==> src/rtl/spi_pkg.sv <==
// Shared SPI definitions: CPOL/CPHA mode encoding, CSMODE field positions and
// the slave shifter state encoding.
package spi_pkg;

    // {CPOL, CPHA}
    typedef enum logic [1:0] {
        SPI_MODE0 = 2'd0,
        SPI_MODE1 = 2'd1,
        SPI_MODE2 = 2'd2,
        SPI_MODE3 = 2'd3
    } spi_mode_e;

    localparam int unsigned CSMODE_CPHA_BIT = 0;
    localparam int unsigned CSMODE_CPOL_BIT = 1;
    localparam int unsigned CSMODE_REV_BIT  = 2;
    localparam int unsigned CSMODE_LEN_LSB  = 3;

    typedef enum logic [1:0] {
        ST_IDLE  = 2'd0,
        ST_LOAD  = 2'd1,
        ST_SHIFT = 2'd2
    } shift_state_e;

endpackage

==> src/rtl/spi_sync_fifo.sv <==
// Single-clock FIFO with registered occupancy; full/empty derive from the level.
// The head reads as zero while empty.
module spi_sync_fifo #(
    parameter int unsigned DEPTH = 8,
    parameter int unsigned WIDTH = 32,
    localparam int unsigned AW = $clog2(DEPTH),
    localparam int unsigned LW = AW + 1
) (
    input  logic             clk,
    input  logic             rst,
    input  logic             push_valid,
    input  logic [WIDTH-1:0] push_data,
    output logic             push_ready,
    input  logic             pop_ready,
    output logic             pop_valid,
    output logic [WIDTH-1:0] pop_data,
    output logic [LW-1:0]    level
);

    logic [WIDTH-1:0] mem_q [DEPTH];
    logic [WIDTH-1:0] mem_d [DEPTH];
    logic [AW-1:0]    wr_ptr_q, wr_ptr_d;
    logic [AW-1:0]    rd_ptr_q, rd_ptr_d;
    logic [LW-1:0]    level_q, level_d;
    logic             full, empty, do_push, do_pop;

    assign full    = (level_q == LW'(DEPTH));
    assign empty   = (level_q == '0);
    assign do_pop  = pop_ready & ~empty;
    // A pop on a full FIFO frees the slot for a same-cycle push.
    assign do_push = push_valid & (~full | do_pop);

    always_comb begin
        mem_d    = mem_q;
        wr_ptr_d = wr_ptr_q;
        rd_ptr_d = rd_ptr_q;
        if (do_push) begin
            mem_d[wr_ptr_q] = push_data;
            wr_ptr_d        = wr_ptr_q + AW'(1);
        end
        if (do_pop) begin
            rd_ptr_d = rd_ptr_q + AW'(1);
        end
        level_d = level_q + LW'(do_push) - LW'(do_pop);
    end

    always_ff @(posedge clk or posedge rst) begin
        if (rst) begin
            mem_q    <= '{default: '0};
            wr_ptr_q <= '0;
            rd_ptr_q <= '0;
            level_q  <= '0;
        end else begin
            mem_q    <= mem_d;
            wr_ptr_q <= wr_ptr_d;
            rd_ptr_q <= rd_ptr_d;
            level_q  <= level_d;
        end
    end

    assign push_ready = ~full;
    assign pop_valid  = ~empty;
    assign pop_data   = empty ? '0 : mem_q[rd_ptr_q];
    assign level      = level_q;

endmodule

==> src/rtl/spi_slave_trx_fifo.sv <==
// SPI slave transceiver with TX/RX FIFOs, variable character length, all four
// CPOL/CPHA modes and both bit orders; SPI pins oversampled in the system clock.
module spi_slave_trx_fifo
    import spi_pkg::*;
#(
    parameter int unsigned CHAR_NBITS = 32,
    parameter int unsigned FIFO_DEPTH = 8,
    localparam int unsigned LEN_W = $clog2(CHAR_NBITS),
    localparam int unsigned LVL_W = $clog2(FIFO_DEPTH) + 1
) (
    input  logic                  S_SYSCLK,
    input  logic                  S_RESET,
    input  logic                  S_ENABLE,
    input  logic                  S_CPOL,
    input  logic                  S_CPHA,
    input  logic                  S_REV,
    input  logic [LEN_W-1:0]      S_CHAR_LEN,
    input  logic                  S_SPI_CS,
    input  logic                  S_SPI_SCK,
    input  logic                  S_SPI_MOSI,
    output logic                  S_SPI_MISO,
    output logic                  S_SPI_MISO_OE,
    input  logic [CHAR_NBITS-1:0] S_TX_DATA,
    input  logic                  S_TX_VALID,
    output logic                  S_TX_READY,
    output logic [CHAR_NBITS-1:0] S_RX_DATA,
    output logic                  S_RX_VALID,
    input  logic                  S_RX_READY,
    output logic [LVL_W-1:0]      S_TX_LEVEL,
    output logic [LVL_W-1:0]      S_RX_LEVEL,
    output logic                  S_CHAR_DONE,
    output logic                  S_RX_OVF,
    output logic                  S_TX_UNF,
    input  logic                  S_ERR_CLR
);

    localparam int unsigned CFG_W = CSMODE_LEN_LSB + LEN_W;

    shift_state_e          state_q, state_d;
    logic [2:0]            sck_sync_q, sck_sync_d;
    logic [2:0]            cs_sync_q, cs_sync_d;
    logic [1:0]            mosi_sync_q, mosi_sync_d;
    logic [CFG_W-1:0]      cfg_q, cfg_d;
    logic [CHAR_NBITS-1:0] tx_q, tx_d;
    logic [CHAR_NBITS-1:0] rx_q, rx_d;
    logic [LEN_W-1:0]      bit_cnt_q, bit_cnt_d;
    logic [LEN_W-1:0]      tx_cnt_q, tx_cnt_d;
    logic                  miso_q, miso_d;
    logic                  miso_oe_q, miso_oe_d;
    logic                  done_q, done_d;
    logic                  rx_ovf_q, rx_ovf_d;
    logic                  tx_unf_q, tx_unf_d;

    logic                  sck_rise, sck_fall, cs_s, cs_fall, mosi_s;
    logic                  sample_edge, shift_edge;
    logic                  cfg_rev;
    logic [LEN_W-1:0]      cfg_len;
    spi_mode_e             cfg_mode;
    logic [CHAR_NBITS-1:0] rx_next;
    logic                  tx_pop, tx_avail, rx_push_ready, tx_unf_set, rx_ovf_set;
    logic [CHAR_NBITS-1:0] tx_head;

    function automatic logic [LEN_W-1:0] bit_pos(input logic rev, input logic [LEN_W-1:0] len,
                                                  input logic [LEN_W-1:0] idx);
        bit_pos = rev ? (len - idx) : idx;
    endfunction

    assign sck_rise = sck_sync_q[1] & ~sck_sync_q[2];
    assign sck_fall = ~sck_sync_q[1] & sck_sync_q[2];
    assign cs_s     = cs_sync_q[1];
    assign cs_fall  = ~cs_sync_q[1] & cs_sync_q[2];
    assign mosi_s   = mosi_sync_q[1];

    assign cfg_rev  = cfg_q[CSMODE_REV_BIT];
    assign cfg_len  = cfg_q[CSMODE_LEN_LSB +: LEN_W];
    assign cfg_mode = spi_mode_e'(cfg_q[CSMODE_CPOL_BIT:CSMODE_CPHA_BIT]);

    always_comb begin
        sample_edge = 1'b0;
        shift_edge  = 1'b0;
        case (cfg_mode)
            SPI_MODE0: begin sample_edge = sck_rise; shift_edge = sck_fall; end
            SPI_MODE1: begin sample_edge = sck_fall; shift_edge = sck_rise; end
            SPI_MODE2: begin sample_edge = sck_fall; shift_edge = sck_rise; end
            SPI_MODE3: begin sample_edge = sck_rise; shift_edge = sck_fall; end
            default:   begin sample_edge = 1'b0;     shift_edge = 1'b0;     end
        endcase
    end

    // The completed word is still in rx_q during the following LOAD cycle.
    assign rx_ovf_set = done_q & ~rx_push_ready & ~S_RX_READY;

    always_comb begin
        state_d     = state_q;
        sck_sync_d  = {sck_sync_q[1:0], S_SPI_SCK};
        cs_sync_d   = {cs_sync_q[1:0], S_SPI_CS};
        mosi_sync_d = {mosi_sync_q[0], S_SPI_MOSI};
        cfg_d       = cfg_q;
        tx_d        = tx_q;
        rx_d        = rx_q;
        bit_cnt_d   = bit_cnt_q;
        tx_cnt_d    = tx_cnt_q;
        miso_d      = miso_q;
        miso_oe_d   = miso_oe_q;
        done_d      = 1'b0;
        tx_pop      = 1'b0;
        tx_unf_set  = 1'b0;
        rx_next     = rx_q;

        if (!S_ENABLE || cs_s) begin
            state_d   = ST_IDLE;
            bit_cnt_d = '0;
            tx_cnt_d  = '0;
            miso_d    = 1'b0;
            miso_oe_d = 1'b0;
        end else begin
            case (state_q)
                ST_IDLE: begin
                    if (cs_fall) begin
                        state_d   = ST_LOAD;
                        miso_oe_d = 1'b1;
                    end
                end
                ST_LOAD: begin
                    cfg_d      = {S_CHAR_LEN, S_REV, S_CPOL, S_CPHA};
                    tx_pop     = 1'b1;
                    tx_d       = tx_head;
                    tx_unf_set = ~tx_avail;
                    rx_d       = '0;
                    bit_cnt_d  = '0;
                    if (!S_CPHA) begin
                        miso_d   = tx_head[bit_pos(S_REV, S_CHAR_LEN, '0)];
                        tx_cnt_d = LEN_W'(1);
                    end else begin
                        miso_d   = 1'b0;
                        tx_cnt_d = '0;
                    end
                    state_d = ST_SHIFT;
                end
                ST_SHIFT: begin
                    if (sample_edge) begin
                        if (cfg_rev) begin
                            rx_next = {rx_q[CHAR_NBITS-2:0], mosi_s};
                        end else begin
                            rx_next[bit_cnt_q] = mosi_s;
                        end
                        rx_d = rx_next;
                        if (bit_cnt_q == cfg_len) begin
                            bit_cnt_d = '0;
                            done_d    = 1'b1;
                            state_d   = ST_LOAD;
                        end else begin
                            bit_cnt_d = bit_cnt_q + LEN_W'(1);
                        end
                    // CPHA=0: the trailing edge closing the previous character must not shift.
                    end else if (shift_edge && (cfg_q[CSMODE_CPHA_BIT] || bit_cnt_q != '0)) begin
                        miso_d   = tx_q[bit_pos(cfg_rev, cfg_len, tx_cnt_q)];
                        tx_cnt_d = tx_cnt_q + LEN_W'(1);
                    end
                end
                default: state_d = ST_IDLE;
            endcase
        end

        rx_ovf_d = rx_ovf_set | (rx_ovf_q & ~S_ERR_CLR);
        tx_unf_d = tx_unf_set | (tx_unf_q & ~S_ERR_CLR);
    end

    always_ff @(posedge S_SYSCLK or posedge S_RESET) begin
        if (S_RESET) begin
            state_q     <= ST_IDLE;
            sck_sync_q  <= '0;
            cs_sync_q   <= '1;
            mosi_sync_q <= '0;
            cfg_q       <= '0;
            tx_q        <= '0;
            rx_q        <= '0;
            bit_cnt_q   <= '0;
            tx_cnt_q    <= '0;
            miso_q      <= 1'b0;
            miso_oe_q   <= 1'b0;
            done_q      <= 1'b0;
            rx_ovf_q    <= 1'b0;
            tx_unf_q    <= 1'b0;
        end else begin
            state_q     <= state_d;
            sck_sync_q  <= sck_sync_d;
            cs_sync_q   <= cs_sync_d;
            mosi_sync_q <= mosi_sync_d;
            cfg_q       <= cfg_d;
            tx_q        <= tx_d;
            rx_q        <= rx_d;
            bit_cnt_q   <= bit_cnt_d;
            tx_cnt_q    <= tx_cnt_d;
            miso_q      <= miso_d;
            miso_oe_q   <= miso_oe_d;
            done_q      <= done_d;
            rx_ovf_q    <= rx_ovf_d;
            tx_unf_q    <= tx_unf_d;
        end
    end

    spi_sync_fifo #(
        .DEPTH(FIFO_DEPTH),
        .WIDTH(CHAR_NBITS)
    ) u_tx_fifo (
        .clk        (S_SYSCLK),
        .rst        (S_RESET),
        .push_valid (S_TX_VALID),
        .push_data  (S_TX_DATA),
        .push_ready (S_TX_READY),
        .pop_ready  (tx_pop),
        .pop_valid  (tx_avail),
        .pop_data   (tx_head),
        .level      (S_TX_LEVEL)
    );

    spi_sync_fifo #(
        .DEPTH(FIFO_DEPTH),
        .WIDTH(CHAR_NBITS)
    ) u_rx_fifo (
        .clk        (S_SYSCLK),
        .rst        (S_RESET),
        .push_valid (done_q),
        .push_data  (rx_q),
        .push_ready (rx_push_ready),
        .pop_ready  (S_RX_READY),
        .pop_valid  (S_RX_VALID),
        .pop_data   (S_RX_DATA),
        .level      (S_RX_LEVEL)
    );

    assign S_SPI_MISO    = miso_q;
    assign S_SPI_MISO_OE = miso_oe_q;
    assign S_CHAR_DONE   = done_q;
    assign S_RX_OVF      = rx_ovf_q;
    assign S_TX_UNF      = tx_unf_q;

endmodule
==> config.mk <==
export PLATFORM = sky130hd
export DESIGN_NAME = spi_slave_trx_fifo
export DESIGN_NICKNAME = d
export VERILOG_FILES = /design/src/rtl/spi_pkg.sv /design/src/rtl/spi_sync_fifo.sv /design/src/rtl/spi_slave_trx_fifo.sv
export SDC_FILE = /design/constraint.sdc
export NUM_CORES = 1
export LEC_CHECK = 0
export CAP_MARGIN = 15
export CORE_MARGIN = 5
export CORE_UTILIZATION = 40
export DETAILED_ROUTE_END_ITERATION = 10
export PLACE_DENSITY = 0.55
export SLEW_MARGIN = 20
export SYNTH_ARGS = -nofsm -noshare
export SYNTH_HDL_FRONTEND = slang
export SYNTH_SLANG_ARGS = --single-unit
==> constraint.sdc <==
create_clock -name S_SYSCLK -period 34 [get_ports S_SYSCLK]
set_input_delay 6.8 -clock S_SYSCLK [delete_from_list [all_inputs] [get_ports S_SYSCLK]]
set_output_delay 6.8 -clock S_SYSCLK [all_outputs]
set_load 0.01 [all_outputs]
[After elaboration in Yosys (flattened, before gate mapping)]
Index checks and enable logic that the tools add are counted.
Storage, ports and cells
  bits of input ports: 49
  bits in registers: 629
  output and inout bits: 47
  logic and storage cells: 182
Operators by class
  reduce and logical (&&, ||, !) cells: 24
  eq/ne operators: 14
  add/subtract/negate cells: 11
  bitwise gates (word level): 29
  muxes and demuxes: 58
  order comparisons: 10
Operators by type and width (number)
  bitwise mux 256 bit: 2
  2-to-1 mux 32 bit: 10
  binary-select mux 32 bit (select 3 bit): 2
  demux 32 bit (select 3 bit): 2
  one-hot mux 32 bit (2 select lines): 1
  2-to-1 mux 5 bit: 8
  bitwise mux 32 bit: 1
  one-hot mux 5 bit (2 select lines): 2
  2-to-1 mux 1 bit: 19
  < comparator 5 x 6 -> 1 bit (second input constant): 3
  greater-or-equal comparator 4 bit (second input constant): 4
  inverter 3 -> 4 bit: 4
  != test 3 bit (second input constant): 5
  adder 3 x 1 -> 3 bit (second input constant): 4
  bitwise AND 1 bit: 11
  adder 5 x 1 -> 5 bit (second input constant): 2
  binary-select mux 1 bit (select 5 bit): 2
  inverter 1 bit: 10
  AND reduction 3 bit: 3
  adder 4 x 1 -> 4 bit: 2
  == test 4 bit (second input constant): 2
  logical NOT 4 bit: 2
  < comparator 4 x 1 -> 1 bit (second input constant): 2
  2-to-1 mux 2 bit: 4
  other kinds (20): 39

[Longest topological paths before layout]
  word-level depth: 10
  depth in mapped cells: 14
  depth with buffers taken out: 11

[Cells and area by module]
A second synthesis with hierarchy kept.
Unflattened totals
  cells, all modules: 1969
  area, all modules: 29440.7 µm²
By module, submodules not included
  spi_sync_fifo (u_rx_fifo): area an instance 11955.2 µm², sequential area each 6656.4 µm², instances 1, cells each 719
  spi_sync_fifo (u_tx_fifo): area an instance 11954.0 µm², sequential area each 6656.4 µm², instances 1, cells each 719
  spi_slave_trx_fifo: area an instance 5531.6 µm², sequential area each 2431.1 µm², instances 1, cells each 531

[Least setup slack after synthesis]
Ideal clock, no wire load.
  kind: in2reg
  start point: input port S_ENABLE
  end point: register u_tx_fifo.level_q[2] (netlist: u_tx_fifo.level[2])
  stages: 11
  required time: 33.877 ns
  arrival time: 8.682 ns
  setup slack: 25.195 ns
  cells stage by stage: nor2b_1 clkbuf_1 nand3_1 inv_2 clkbuf_1 ha_1 inv_1 ha_1 inv_1 fa_1 xnor2_1
On the way
  word-level cells in the longest chain between the ends: 8
RTL lines
  start, declared: line spi_slave_trx_fifo.sv:13  | input logic S_ENABLE,
  logical NOT 1 bit (*): line spi_slave_trx_fifo.sv:110  | if (!S_ENABLE || cs_s) begin
  logical OR 1 bit (*): line spi_slave_trx_fifo.sv:110
  2-to-1 mux 1 bit (*): line spi_slave_trx_fifo.sv:110
  bitwise AND 1 bit (*): line spi_sync_fifo.sv:29  | assign do_pop = pop_ready & ~empty;
  named net u_tx_fifo.do_pop: line spi_sync_fifo.sv:25  | logic full, empty, do_push, do_pop;
  OR 1 bit: line spi_sync_fifo.sv:31  | assign do_push = push_valid & (~full | do_pop);
  bitwise AND 1 bit: line spi_sync_fifo.sv:31
  adder 4 x 1 -> 4 bit: line spi_sync_fifo.sv:44  | level_d = level_q + LW'(do_push) - LW'(do_pop);
  subtractor 4 x 1 -> 4 bit (*): line spi_sync_fifo.sv:44
  named net u_tx_fifo.level_d[2]: line spi_sync_fifo.sv:24  | logic [LW-1:0] level_q, level_d;
  end signal, assigned: line spi_sync_fifo.sv:57  | level_q <= level_d;
  end, declared: line spi_sync_fifo.sv:24
Mark *: on every way through the listed nets, which the timed path passes. The rest lies on a longest branch.
A chain may end at the register's enable or synchronous reset.

[Worst setup path after layout]
  start point: register u_rx_fifo.rd_ptr_q[0]
  end point: output port S_RX_DATA[27]
On the way
  word-level cells in the longest chain between the ends: 5
RTL lines
  start, declared: line spi_sync_fifo.sv:23  | logic [AW-1:0] rd_ptr_q, rd_ptr_d;
  start signal, assigned: line spi_sync_fifo.sv:56  | rd_ptr_q <= rd_ptr_d;
  inverter 3 -> 4 bit (implied by the code): line spi_sync_fifo.sv:63  | assign pop_data = empty ? '0 : mem_q[rd_ptr_q];
  binary-select mux 32 bit (select 3 bit): line spi_sync_fifo.sv:63
  2-to-1 mux 32 bit (implied by the code) (2 in a row): line spi_sync_fifo.sv:63
  2-to-1 mux 32 bit: line spi_sync_fifo.sv:63
  end, declared: line spi_slave_trx_fifo.sv:26  | output logic [CHAR_NBITS-1:0] S_RX_DATA,
Every way passes these cells. The select of a mux whose other input is x is not followed.

==> run metrics <==
Tmin final 10.63 ns; GRT Util Overall 0.182; GP Congestion 0.806; I/O Pins 96; Post-CTS Resized 0; area post-placement 0.0312 mm^2; crit-path cells buf_4, mux4_2, mux2i_1, nor2_1, clkdlybuf4s50_1; Synth Cell Area 0.0296 mm^2; Layout area overhead 14.4%; first-pass GRT wire length 114000 um; RSZ-0062 raised after global routing false; clock slew at reported path FFs 0.06 ns; detailed placement HPWL 44000 um; DIE AREA 0.0795 mm^2; Worst setup EP type output pin; post-synthesis mux area share 0.320; final antenna-violating net count 0; Area contributors post-synth dfrtp_1 (53%), mux2_1 (19%), mux4_2 (9.1%); share of cells above drive strength 1 0.145; EDFF count, synth 0; CTS root buffer clkbuf_16; Levels on crit path 5; worst-path fanout max 37; clk_lat worst skew 0.61 ns; commonest non-fill, non-tap cell in the layout dfrtp_1; Core ar. 0.0731 mm^2; Synthesis Warnings 0; Die Span Y 282 um; CP max stage delay 0.94 ns; Pwr Density 76.3 mW/mm^2; port bufs 95; vias per cell 5.58; compound-gate portion of the synthesized area 0.0546; drt pass-1 iters 5; Max IR drop VDD 44.7 uV; Pins Over Slew Limit 0; aggregate global routing overflow 0; Initial DRC Count 1179; synthesized instance count 2118; status finished, final reports clean; Cell variety after synth 71; most frequent cells in the layout dfrtp_1 (619), mux2_1 (512), mux4_2 (120), clkdlybuf4s50_1 (95), nand2_1 (83); CTS Hold Buffers Added 0; initial antenna violation count 3; setup_tns 0 ns; number of remaining DRC errors 0; Final Cell Area 0.0338 mm^2; postcts setup bufs 0; startpoint class of the critical path flop; FMAX 94.1 MHz; vias in the first global route 18935; R2R Setup Slk 29.71 ns; post-synthesis adder-cell area fraction 0.0126; Worst Path Required 27.20 ns; DIE WIDTH 282 um; #FFs+latches synth 629; n_diodes 0; leading area contributor after synthesis dfrtp_1; slowest cell on the critical path dfrtp_4; slew margin rel. 0.275; Num CTS Buffers 72; CP Launch Point u_rx_fifo.rd_ptr_q[0]; mean area per synthesized cell 14.0 um^2; maxcap violations 0; final setup skew 0.0196 ns; row count 99; Tightest Pin Transition 1.08 ns; Seq/Total Area, Yosys 0.532; detailed-route wire length 71300 um; vias post-DR 17615; CTS sink count 629; worst setup path endpoint S_RX_DATA[27]; number of fill cells in the layout 6428; Sequential Area 0.0158 mm^2; Worst EP arrival 3.83 ns; Hold Crit Class reg -> reg; Layout Utilization 0.463; fin crit share 0.313; H-tree levels 3; largest net degree at the start of global routing 120; Worst R2R Start u_tx_fifo.level[2]; largest family of logic cells by synthesized area multiplexers; Routed WL per cell 22.6 um; final setup violation count 0; worst reg2reg path endpoint u_tx_fifo.mem_q[251]; syn_nets 2195; initial core utilization 0.405; CP top delay family buffers and inverters; nets 2222; Bufs on Longest Clock Path 3; critical path class reg -> out; XOR/XNOR Fraction of Synth Area 0.00681; worst r2r path cells 9; Fin. Hold Viols 0; Leakage 15.4 nW; Total Power 0.00258 W; main flop type after synthesis dfrtp_1; FFs w/ async S/R, synth 1.00; post-synth top area share 0.530; CTS tree done; worst path bufs/invs 2; Multi-input gate area 0.0129 mm^2; Post-Synth Simple-Gate Area 0.0405
## metal layers
layer | global-route usage | vias up | share of wire
met1 | 0.245 | 9332 | 0.44
met5 | 0 | - | 0.00066
met2 | 0.314 | 340 | 0.50
li1 | - | 7840 | -
met3 | 0.0278 | 97 | 0.035
met4 | 0.0434 | 6 | 0.018
## worst min path at each step
stage / start / end / slack [ns] / cells past startpoint
2_1_floorplan: mosi_sync_q[0] / mosi_sync_q[1] / 0.33 / 0
3_3_place_gp: mosi_sync_q[0] / mosi_sync_q[1] / 0.33 / 0
3_5_place_dp: sck_sync_q[0] / sck_sync_q[1] / 0.34 / 0
4_1_cts: sck_sync_q[0] / sck_sync_q[1] / 0.35 / 0
5_1_grt: cs_sync_q[0] / cs_sync_q[1] / 0.36 / 0
6_report: sck_sync_q[0] / sck_sync_q[1] / 0.35 / 0
## area by class of cell
cell class | count | share of cell area
Multi-Input combinational cell | 1277 | 0.382
Clock buffer | 93 | 0.0583
Timing Repair Buffer | 127 | 0.0360
Clock inverter | 35 | 0.0182
Inverter | 38 | 0.00444
Tap cell | 959 | 0.0355
Sequential cell | 629 | 0.466
## through the flow
stage	setup slack [ns]	instances	hold slack [ns]
after floorplan	9.59	2118	0.331
after global placement	22.93	3029	0.334
after detailed placement	22.82	3029	0.340
after CTS	23.23	3157	0.354
after global routing	23.06	3158	0.363
final	23.37	3158	0.348
## cells by family after synthesis
kind of cell / count (synthesis)
xor gates and xnor gates: 23
adders and majority gates: 28
muxes: 724
buffers and inverters: 212
and+or+nand+nor: 252
DFF: 629
AOI/OAI and AO/OA: 250
## where the power goes
part | switching (W) | internal, W
combinational | 0.000335 | 0.000335
sequential | 0.000134 | 0.000936
clock | 0.000315 | 0.000526
total | 0.000783 | 0.00180
## worst register-to-register path, delay by kind of cell (launching register included)
family	cells	cell delay [ns]
simple gates	4	2.19
mux	1	0.60
buf+inv	2	0.57
flops	1	0.34
compound gates	1	0.24
fa+ha+maj	1	0.21
## registers in the layout, indices dropped and copies added, names as in the netlist
signal              count
u_rx_fifo.level         4
u_tx_fifo.wr_ptr_q      3
state_q                 2
S_CHAR_DONE             1
S_SPI_MISO              1
mosi_sync_q             2
tx_q                   32
sck_sync_q              3
u_rx_fifo.wr_ptr_q      3
cfg_q                   8
u_tx_fifo.rd_ptr_q      3
u_rx_fifo.mem_q       256
tx_cnt_q                5
S_RX_OVF                1
bit_cnt_q               5
S_TX_UNF                1
cs_sync_q               3
u_tx_fifo.level         4
u_rx_fifo.rd_ptr_q      3
rx_q                   32
S_SPI_MISO_OE           1
u_tx_fifo.mem_q       256
## cell usage after synthesis (36+ instances only)
cell type and instances:
buf_2 49, mux4_2 120, mux2_1 512, a22oi_1 36, a21oi_1 43, nor2_1 76, dfrtp_1 626, clkbuf_1 45
o21ai_0 68, mux2i_1 73, buf_1 52, nand2_1 85
No activity file was read; power rests on OpenSTA's default activity.
